## config.mk

```make
export PLATFORM = sky130hd
export DESIGN_NAME = uart_isa_core
export DESIGN_NICKNAME = d
export VERILOG_FILES = /design/src/rtl/uart_isa_core.sv
export SDC_FILE = /design/constraint.sdc
export NUM_CORES = 1
export LEC_CHECK = 0
export ABC_AREA = 1
export ABC_CLOCK_PERIOD_IN_PS = 4700
export BUFFER_PORTS_ARGS = -buffer_cell sky130_fd_sc_hd__clkbuf_2
export CAP_MARGIN = 20
export CELL_PAD_IN_SITES_DETAIL_PLACEMENT = 0
export CELL_PAD_IN_SITES_GLOBAL_PLACEMENT = 1
export CORE_ASPECT_RATIO = 1.4
export CORE_MARGIN = 3
export CORE_UTILIZATION = 40
export DETAILED_ROUTE_END_ITERATION = 7
export PLACE_DENSITY = 0.66
export REMOVE_ABC_BUFFERS = 1
export SYNTH_ARGS = -nofsm -noshare
export SYNTH_HDL_FRONTEND = slang
export SYNTH_SLANG_ARGS = --single-unit
```

## constraint.sdc

```tcl
create_clock -name clk -period 4.7 [get_ports clk]
set_input_delay 1.41 -clock clk [delete_from_list [all_inputs] [get_ports clk]]
set_output_delay 1.41 -clock clk [all_outputs]
set_load 0.1 [all_outputs]
```

## src/rtl/uart_isa_core.sv

```systemverilog
// uart_isa_core: byte-stream register machine fed through a FIFO, with a display handshake.
// Define UART_ISA_SUB_EN to enable opcode 4 (SUB); without it opcode 4 is illegal.
module uart_isa_core #(
  parameter int DATA_W = 8,
  parameter int NREG = 8,
  parameter int FIFO_DEPTH = 16
) (
  input  logic              clk,
  input  logic              rst_n,
  input  logic [7:0]        in_data,
  input  logic              in_valid,
  output logic              in_ready,
  output logic [DATA_W-1:0] disp_value,
  output logic              disp_valid,
  input  logic              disp_ready,
  output logic              flag_z,
  output logic              flag_c,
  output logic              err,
  output logic              busy
);
  localparam int AW = $clog2(FIFO_DEPTH);
  localparam int RW = $clog2(NREG);
  localparam int NB = DATA_W / 8;
`ifdef UART_ISA_SUB_EN
  localparam logic SUB_EN = 1'b1;
`else
  localparam logic SUB_EN = 1'b0;
`endif
  localparam logic [1:0] S_OP = 2'd0, S_ARG = 2'd1, S_IMM = 2'd2, S_DISP = 2'd3;

  logic [7:0] mem [FIFO_DEPTH];
  logic [AW-1:0] wptr, rptr;
  logic [AW:0] count;
  logic push, pop, empty;
  logic [7:0] head;
  logic [1:0] state, cnt;
  logic [3:0] op_q;
  logic [RW-1:0] rd_q;
  logic bad_q;
  logic [DATA_W-1:0] imm, imm_nxt, a, b;
  logic [DATA_W-1:0] regs [NREG];
  logic [DATA_W:0] sum, dif, res;
  logic [3:0] op;
  logic [RW-1:0] hrd, hrs;
  logic rd_bad, rs_bad;

  assign empty = count == '0;
  assign in_ready = count != (AW+1)'(FIFO_DEPTH);
  assign push = in_valid && in_ready;
  assign head = mem[rptr];
  assign pop = !empty && state != S_DISP;
  assign busy = state != S_OP || !empty;

  always_ff @(posedge clk)
    if (push) mem[wptr] <= in_data;

  always_ff @(posedge clk or negedge rst_n)
    if (!rst_n) begin
      wptr <= '0;
      rptr <= '0;
      count <= '0;
    end else begin
      wptr <= wptr + AW'(push);
      rptr <= rptr + AW'(pop);
      count <= count + (AW+1)'(push) - (AW+1)'(pop);
    end

  assign op = head[7:4];
  assign hrd = head[RW-1:0];
  assign hrs = head[4 +: RW];
  assign rd_bad = 32'(head[3:0]) >= NREG;
  assign rs_bad = 32'(head[7:4]) >= NREG;
  assign a = regs[rd_q];
  assign b = regs[hrs];
  assign sum = {1'b0, a} + {1'b0, b};
  assign dif = {1'b0, a} - {1'b0, b};
  assign res = op_q == 4'h3 ? sum : dif;
  // immediate bytes arrive little-endian, so each new byte shifts in from the top
  assign imm_nxt = DATA_W'({head, imm} >> 8);

  always_ff @(posedge clk or negedge rst_n)
    if (!rst_n) begin
      for (int i = 0; i < NREG; i++) regs[i] <= '0;
      state <= S_OP;
      op_q <= '0;
      rd_q <= '0;
      bad_q <= 1'b0;
      cnt <= '0;
      imm <= '0;
      disp_value <= '0;
      disp_valid <= 1'b0;
      flag_z <= 1'b0;
      flag_c <= 1'b0;
      err <= 1'b0;
    end else if (state == S_DISP) begin
      if (disp_ready) begin
        disp_valid <= 1'b0;
        state <= S_OP;
      end
    end else if (pop) begin
      case (state)
        S_OP: begin
          op_q <= op;
          rd_q <= hrd;
          cnt <= '0;
          imm <= '0;
          bad_q <= rd_bad || (op == 4'h4 && !SUB_EN);
          case (op)
            4'h0: ;
            4'h1: state <= S_IMM;
            4'h2, 4'h3, 4'h4: state <= S_ARG;
            4'h5: if (rd_bad) err <= 1'b1;
                  else begin
                    disp_value <= regs[hrd];
                    disp_valid <= 1'b1;
                    state <= S_DISP;
                  end
            4'h6: if (rd_bad) err <= 1'b1; else regs[hrd] <= '0;
            4'h7: err <= 1'b0;
            default: err <= 1'b1;
          endcase
        end
        S_ARG: begin
          state <= S_OP;
          if (bad_q || rs_bad) err <= 1'b1;
          else if (op_q == 4'h2) regs[rd_q] <= b;
          else begin
            regs[rd_q] <= res[DATA_W-1:0];
            flag_c <= res[DATA_W];
            flag_z <= res[DATA_W-1:0] == '0;
          end
        end
        default: begin
          imm <= imm_nxt;
          cnt <= cnt + 2'd1;
          if (cnt == 2'(NB - 1)) begin
            state <= S_OP;
            if (bad_q) err <= 1'b1; else regs[rd_q] <= imm_nxt;
          end
        end
      endcase
    end
endmodule
```

==> flow_summary.ini, run 1 <==
[drt]
wire_per_inst_um = 24.0
num_vias = 13000
viasPerCell = 5.82
antenna_left = 0
drt-total-wl_um = 53800
firstDrtPassIters = 5
drc = 0
drtIter0Drc = 1159

[clock_tree]
clkLatencyLatePin_ns = 0.56
numClockSinks = 229
cts_tree = done
cts-buffers-inserted = 26
cts_buffer_depth = 3
cts.htree.levels = 1
cts-root-buf = clkbuf_16
clkTransAtPathRegs_ns = 0.06

[die]
fp.dieW_um = 165
core_area_um2 = 34400
dieArea_um2 = 37600
dieHeight_um = 228
start_util_pct = 41.0
row_count = 80
pin_count = 26

[logic_synthesis]
yosys.area_share.simple_pct = 23.9
yosysWarnings = 0
netlist.area_leader.share_pct = 27.3
synth-compound-area-share_pct = 19.1
synthCells = 1716
synth.most_common_cell = nand2_1
yosys.area.top_type = edfxtp_1
muxShareOfSynthArea_pct = 0
synth_area_leaders = edfxtp_1 27%, dfrtp_1 18%, nand2_1 9.7%, nand3_1 7.0%, o21ai_0 5.1%
synthXorXnorAreaFrac_pct = 0.994
syn-cell-area_um2 = 14100
synth.distinct_cells = 51
synth_edf_count = 128
synth_fa_ha_area_share_pct = 2.41
synth_top_family_by_area = simple AND/OR/NAND/NOR gates
synth-seq-cells = 229
yosys-top-cells-count = 363 x nand2_1, 198 x nand3_1, 168 x inv_1, 162 x nor2_1, 143 x o21ai_0
async_flop_share_pct = 44.1
synth_ff_type = edfxtp_1
avgSynthCellArea_um2 = 8.22
synth_seq_area_share_pct = 45.2

[final_layout]
antenna_cells = 0
fin_util_pct = 46.8
stdcell_count = 2238
final_net_count = 1805
syn2layout_area_growth_pct = 14.3
drive_gt1_share_pct = 13.3
final_area_um2 = 16100

[critical_path]
path_class = register to register
cp_max_fo = 23
crit_path_start_kind = register
cp.arrival_ns = 4.81
end_kind = register
cp.required_ns = 5.12

[timing]
worstMarginPinSlew_ns = 1.08
finalSetupViolations = 0
setup_tns_ns = 0
fin_crit_ns = 4.39
slew_violations = 0
fin_crit_sh_pct = 93.4
maxSlewHeadroom_pct = 27.7
fmax_mhz = 228
hold_viol = 0
skew_ns = 0.0205

[global_route]
grt_max_degree = 70
first_global_vias = 12800
met3_usage_pct = 3.96
antenna_found_initial = 0
overflow = 0
grt_util_met1_pct = 32.5
grt_pass1_wl_um = 80200
grt.busiest_layer = met2
grt_usage_pct = 28.2
met2_usage_pct = 48.2

[run]
cap_viol_max_count = 0

[place]
dpl-instance-area_um2 = 15000
dpl.cell_count = 2184
io_buffers = 25
place_congestion = 0.952
dpl.hpwl_um = 37800

[worst_hold_path]
worstHoldPathType = register to register

[outcome]
status = complete, no violations
==> worst paths after layout <==
check	startpoint	to	slack, ns	depth (start not counted)
max	rptr[0]	register	0.31	25
min	disp_value[7]	disp_value[7]	0.48	2
max reg2reg	rptr[0]	register	0.31	25
min reg2reg	disp_value[7]	disp_value[7]	0.48	2
max in group asynchronous	rst_n	asynchronous set/reset pin	2.73	2
min in group asynchronous	rst_n	asynchronous set/reset pin	1.00	1
==> repair_timing <==
item                                    CTS  global route
hold buffers                              0             0
resized for setup                         0            23
endpoints found under the setup margin    0            26
buffers inserted                          0             3
==> worst max-delay path: stages (launching register included) <==
cell and delay (ns):
dfrtp_2 0.51, buf_12 0.18, nand2_1 0.06, nand3_1 0.08, nand3_1 0.13, nand3_4 0.18
buf_4 0.33, nand3_1 0.11, nand3_1 0.12, nand3_1 0.15, and2_1 0.21, nand2_1 0.07
nor2_1 0.05, nor2_1 0.11, xor2_1 0.16, inv_1 0.06, ha_1 0.31, nand2_1 0.05
o21ai_0 0.21, a21oi_1 0.11, o21ai_1 0.21, xnor2_1 0.16, or2_2 0.29, nand2_1 0.08
o21ai_0 0.22, a22oi_2 0.08
==> cell type report <==
cell class | instances | area (um^2)
repair inverters | 1 | 8.76
fillers | 3445 | 18300
inverters | 179 | 684
well taps | 451 | 564
repair buffers | 111 | 866
clock inverters | 20 | 325
multi-input cells | 1219 | 6620
clock buffers | 28 | 679
flip-flops and latches | 229 | 6370
==> kinds of logic (layout without fill, tap and decap cells) <==
family,count (synthesis),after routing
compound gates,404,404
simple gates,772,773
xor+xnor,16,16
buf+inv,269,339
fa+ha+maj,26,26
flops,229,229
==> metal layers <==
| layer | share of wire, % | vias to the layer above | wire length [um] |
|---|---|---|---|
| li1 | - | 6051 | - |
| met1 | 37 | 6238 | 19700 |
| met2 | 50 | 551 | 26700 |
| met3 | 6.0 | 196 | 3210 |
| met4 | 7.7 | 0 | 4160 |
| met5 | 0 | - | 0 |
==> cell usage in the layout (no fill, tap or decap), types with 28 or more instances in the layout <==
cell type,count
dfrtp_1,100
edfxtp_1,128
o211ai_1,32
buf_4,80
nand2_1,363
o22ai_1,47
nand3_1,196
clkbuf_16,28
inv_1,168
a21oi_1,46
a22oi_2,33
o21ai_0,136
nor2_1,161
==> metrics by stage <==
| stage | hold slack, ns | worst slack (ns) |
|---|---|---|
| 5_1_grt | 0.500 | -0.0121 |
| 2_1_floorplan | 0.453 | -1.50 |
| 3_5_place_dp | 0.469 | 0.163 |
| 3_3_place_gp | 0.462 | 0.190 |
| 4_1_cts | 0.486 | 0.134 |
| 6_report | 0.481 | 0.308 |
Power of run 1 is not shown: default switching activity piles up to over one toggle a cycle in this logic, so the estimate is an artifact.
==> run 2, diff against run 1 <==
--- a/config.mk
+++ b/config.mk
@@ -14,8 +14,9 @@
 export CORE_ASPECT_RATIO = 1.4
 export CORE_MARGIN = 3
 export CORE_UTILIZATION = 40
+export CTS_CLUSTER_SIZE = 14
 export DETAILED_ROUTE_END_ITERATION = 7
-export PLACE_DENSITY = 0.66
+export PLACE_DENSITY_LB_ADDON = 0.1
 export REMOVE_ABC_BUFFERS = 1
 export SYNTH_ARGS = -nofsm -noshare
 export SYNTH_HDL_FRONTEND = slang
==> flow_summary.ini, run 2 (synthesis results as in run 1) <==
[timing]
worstMarginPinSlew_ns = 1.00
maxSlewHeadroom_pct = 33.1
finalSetupViolations = 0
skew_ns = 0.0242
fin_crit_ns = 4.39
fmax_mhz = 228
fin_ws_ns = 0.312
rsz0062_at_grt = no
slew_violations = 0
hold_viol = 0
fin_crit_sh_pct = 93.4

[worst_hold_path]
worstHoldPathType = register to register

[drt]
drt-total-wl_um = 56100
antenna_left = 0
viasPerCell = 5.86
drtIter0Drc = 1040
wire_per_inst_um = 25.0
drc = 0
num_vias = 13200
firstDrtPassIters = 6

[critical_path]
cp.required_ns = 5.14
crit_path_start_kind = register
cp_slowest_cell = dfrtp_2
path_class = register to register
worstReg2RegStart = rptr[0]
cp.arrival_ns = 4.83
cp_max_fo = 20
reg2reg_depth = 32
critical_path.max_stage_delay_ns = 0.46
regToRegSetupSlack_ns = 0.31
cp-startpoint = rptr[0]
end_kind = register

[clock_tree]
clkLatencyLatePin_ns = 0.56
cts-root-buf = clkbuf_16
numClockSinks = 229
cts_tree = done
cts-buffers-inserted = 26
hold_buffers = 0
cts_buffer_depth = 3
cts.htree.levels = 1
clkTransAtPathRegs_ns = 0.07

[final_layout]
most-common-layout-cells = 362 x nand2_1, 196 x nand3_1, 168 x inv_1
final_area_um2 = 16000
ff_latch_area_um2 = 6370
syn2layout_area_growth_pct = 13.2
drive_gt1_share_pct = 13.5
fin_util_pct = 46.4
final_net_count = 1811
fill_cells = 3510
multi_input_area_um2 = 6590
layout_commonest_cell = nand2_1

[die]
dieHeight_um = 228
row_count = 80
core_area_um2 = 34400
dieArea_um2 = 37600
fp.dieW_um = 165
start_util_pct = 41.0
pin_count = 26

[place]
io_buffers = 25
dpl.hpwl_um = 39600
dpl_worst_slack_ns = 0.118
place_congestion = 0.955
dpl-instance-area_um2 = 15000

[global_route]
grt_max_degree = 70
met2_usage_pct = 51.7
grt_util_met1_pct = 31.0
first_global_vias = 13000
grt_pass1_wl_um = 82200
antenna_found_initial = 0
grt_usage_pct = 29.4
grt.busiest_layer = met2
overflow = 0
met3_usage_pct = 4.72

[outcome]
status = complete, no violations

[run]
cap_viol_max_count = 0
-- run 2: cell types whose count changed in the layout (fill, tap and decap cells not counted), sizes merged --
| cell | delta |
|---|---|
| buf | +7 |
| bufinv | -7 |
| clkbuf | +5 |
| clkinvlp | +4 |
| clkinv | -2 |
| diode | +1 |
| inv | -1 |
-- run 2: how the worst min path moves through the flow --
stage	from	end	slack, ns	depth (start not counted)
floorplan	op_q[1]	op_q[1]	0.45	2
detailed placement	disp_value[6]	disp_value[6]	0.47	2
CTS	disp_value[4]	disp_value[4]	0.48	2
global route	disp_value[4]	disp_value[4]	0.50	2
finish	disp_value[4]	disp_value[4]	0.48	2
global placement	disp_value[1]	disp_value[1]	0.46	2
-- run 2: final cells by class --
type                    count  share of cell area [%]
flip-flops and latches    229                    39.9
clock buffers              33                    4.50
clock inverters            15                   0.831
diodes                      1                  0.0157
repair buffers            118                    5.72
inverters                 179                    4.24
well taps                 451                    3.53
multi-input cells        1219                    41.3
-- run 2: per-layer routing --
metal  up-vias  share of wire [%]
li1       6055                  -
met1      6309                 34
met2       543                 51
met3       254                5.8
met4         0                8.9
met5         -                  0
-- run 2: what timing repair did --
| action | in CTS | in global routing |
|---|---|---|
| endpoints found under the hold margin | 0 | 0 |
| setup buffers | 0 | 4 |
| endpoints found under the setup margin | 0 | 26 |
| resized for setup | 0 | 17 |
-- run 2: critical path, delay by kind of cell (launching register included) --
family                   cells  cell delay, ns
adder cells (fa/ha/maj)      1            0.32
AO/OA/AOI/OAI                4            0.58
buffers and inverters        9            1.16
AND/OR/NAND/NOR             17            1.58
flip-flops                   1            0.46
XOR/XNOR                     1            0.16
-- run 2: stage by stage --
step / std cells / hold slack, ns / TNS (ns)
floorplan: 1626 / 0.453 / -67.17
global placement: 2190 / 0.463 / 0
detailed placement: 2190 / 0.467 / 0
CTS: 2238 / 0.484 / 0
global route: 2244 / 0.497 / 0
finish: 2245 / 0.481 / 0
Power of run 2 is left out for the same reason.
==> run 3, diff against run 2 <==
--- a/config.mk
+++ b/config.mk
@@ -13,7 +13,7 @@
 export CELL_PAD_IN_SITES_GLOBAL_PLACEMENT = 1
 export CORE_ASPECT_RATIO = 1.4
 export CORE_MARGIN = 3
-export CORE_UTILIZATION = 40
+export CORE_UTILIZATION = 49
 export CTS_CLUSTER_SIZE = 14
 export DETAILED_ROUTE_END_ITERATION = 7
 export PLACE_DENSITY_LB_ADDON = 0.1
==> flow_summary.ini, run 3 (synthesis results as in run 1) <==
[global_route]
grt_max_degree = 60
grt_pass1_wl_um = 74800
grt_usage_pct = 31.9
first_global_vias = 12400
antenna_found_initial = 0
overflow = 0

[timing]
fmax_mhz = 224
fin_crit_sh_pct = 94.9
maxSlewHeadroom_pct = 29.3
finalSetupViolations = 0
worstMarginPinSlew_ns = 1.06
hold_viol = 0
slew_violations = 0
skew_ns = 0.0199
fin_crit_ns = 4.46

[critical_path]
cp-startpoint = rptr[0]
crit_path_start_kind = register
cp_max_fo = 14
cp.arrival_ns = 4.91
regToRegSetupSlack_ns = 0.24
crit_top_cell = nand2_2
critical_path.max_stage_delay_ns = 0.56
worstReg2RegStart = rptr[0]
cp.required_ns = 5.15
end_kind = register
reg2reg_depth = 31
cp_slowest_cell = dfrtp_2
path_class = register to register

[drt]
drc = 0
num_vias = 12900
drtIter0Drc = 1162
wire_per_inst_um = 23.3
antenna_left = 0
viasPerCell = 5.98
drt-total-wl_um = 50200
firstDrtPassIters = 5

[clock_tree]
cts_tree = done
cts-buffers-inserted = 25
cts.htree.levels = 1
cts_buffer_depth = 3
cts-root-buf = clkbuf_16
clkLatencyLatePin_ns = 0.53
clkTransAtPathRegs_ns = 0.07
numClockSinks = 229

[die]
dieHeight_um = 207
core_area_um2 = 28000
dieArea_um2 = 30900
start_util_pct = 50.3
pin_count = 26
fp.dieW_um = 149
row_count = 72

[place]
io_buffers = 25
dpl.hpwl_um = 35100
place_congestion = 0.985
dpl-instance-area_um2 = 14800

[worst_hold_path]
worstHoldPathType = register to register

[final_layout]
fill_cells = 2631
syn2layout_area_growth_pct = 13.5
final_area_um2 = 16000
final_net_count = 1803
most-common-layout-cells = 355 x nand2_1, 184 x nand3_1, 166 x inv_1
antenna_cells = 0
drive_gt1_share_pct = 14.4
layout_commonest_cell = nand2_1

[outcome]
status = complete, no violations

[run]
cap_viol_max_count = 0
run 3: cell count changes in the layout (fill, tap and decap cells not counted), sizes merged:
cell      change
clkinvlp      -3
clkinv        +2
nand2         -1
bufinv        +2
inv           +1
clkbuf        -2
buf          -10
diode         -1
run 3: worst min-delay path by stage:
| stage | endpoint | cells after the start | from |
|---|---|---|---|
| 3_3_place_gp | flag_c | 2 | flag_c |
| 3_5_place_dp | flag_c | 2 | flag_c |
| 5_1_grt | err | 2 | err |
| 4_1_cts | flag_c | 2 | flag_c |
| 6_report | flag_c | 2 | flag_c |
| 2_1_floorplan | op_q[1] | 2 | op_q[1] |
run 3: layer usage:
| layer | track usage (%) | routed length (um) | vias up |
|---|---|---|---|
| met1 | 37.3 | 18400 | 6076 |
| met4 | 20.5 | 3910 | 0 |
| met3 | 4.02 | 2830 | 196 |
| li1 | - | - | 6052 |
| met2 | 55.3 | 25100 | 535 |
| met5 | 0 | 0 | - |
run 3: final cells by class:
cell class	count	area (um^2)	area share [%]
Multi-Input combinational cell	1218	6700	41.9
Sequential cell	229	6370	39.8
Timing Repair Buffer	110	933	5.83
Inverter	179	691	4.32
Clock buffer	29	641	4.00
Tap cell	370	463	2.89
Clock inverter	15	181	1.13
Timing Repair inverter	2	20.0	0.125
run 3: repair_timing:
| item | 4_1_cts | 5_1_grt |
|---|---|---|
| endpoints found under the hold margin | 0 | 0 |
| hold buffers | 0 | 0 |
| cloned | 0 | 5 |
| endpoints found under the setup margin | 24 | 25 |
| buffers inserted | 0 | 13 |
| gates resized for setup | 4 | 55 |
| pin swaps | 0 | 14 |
run 3: worst max-delay path, delay by kind of cell, from the launching register on:
family | cells | cell delay [ns]
simple gates | 17 | 1.78
flops | 1 | 0.56
fa+ha+maj | 2 | 0.57
buf+inv | 6 | 0.71
compound gates | 6 | 0.75
run 3: through the flow:
stage          setup TNS [ns]  hold WS [ns]  utilization [%]  setup WS (ns)  std cells
3_5_place_dp            -1.06         0.468             52.7         -0.122       2089
2_1_floorplan          -67.17         0.453                -          -1.50       1626
3_3_place_gp           -0.629         0.464             52.7        -0.0893       2089
5_1_grt                -0.112         0.520             57.1        -0.0541       2152
4_1_cts                     0         0.486             55.7         0.0427       2133
6_report                    0         0.481             57.1          0.240       2152
Power of run 3 is left out for the same reason.
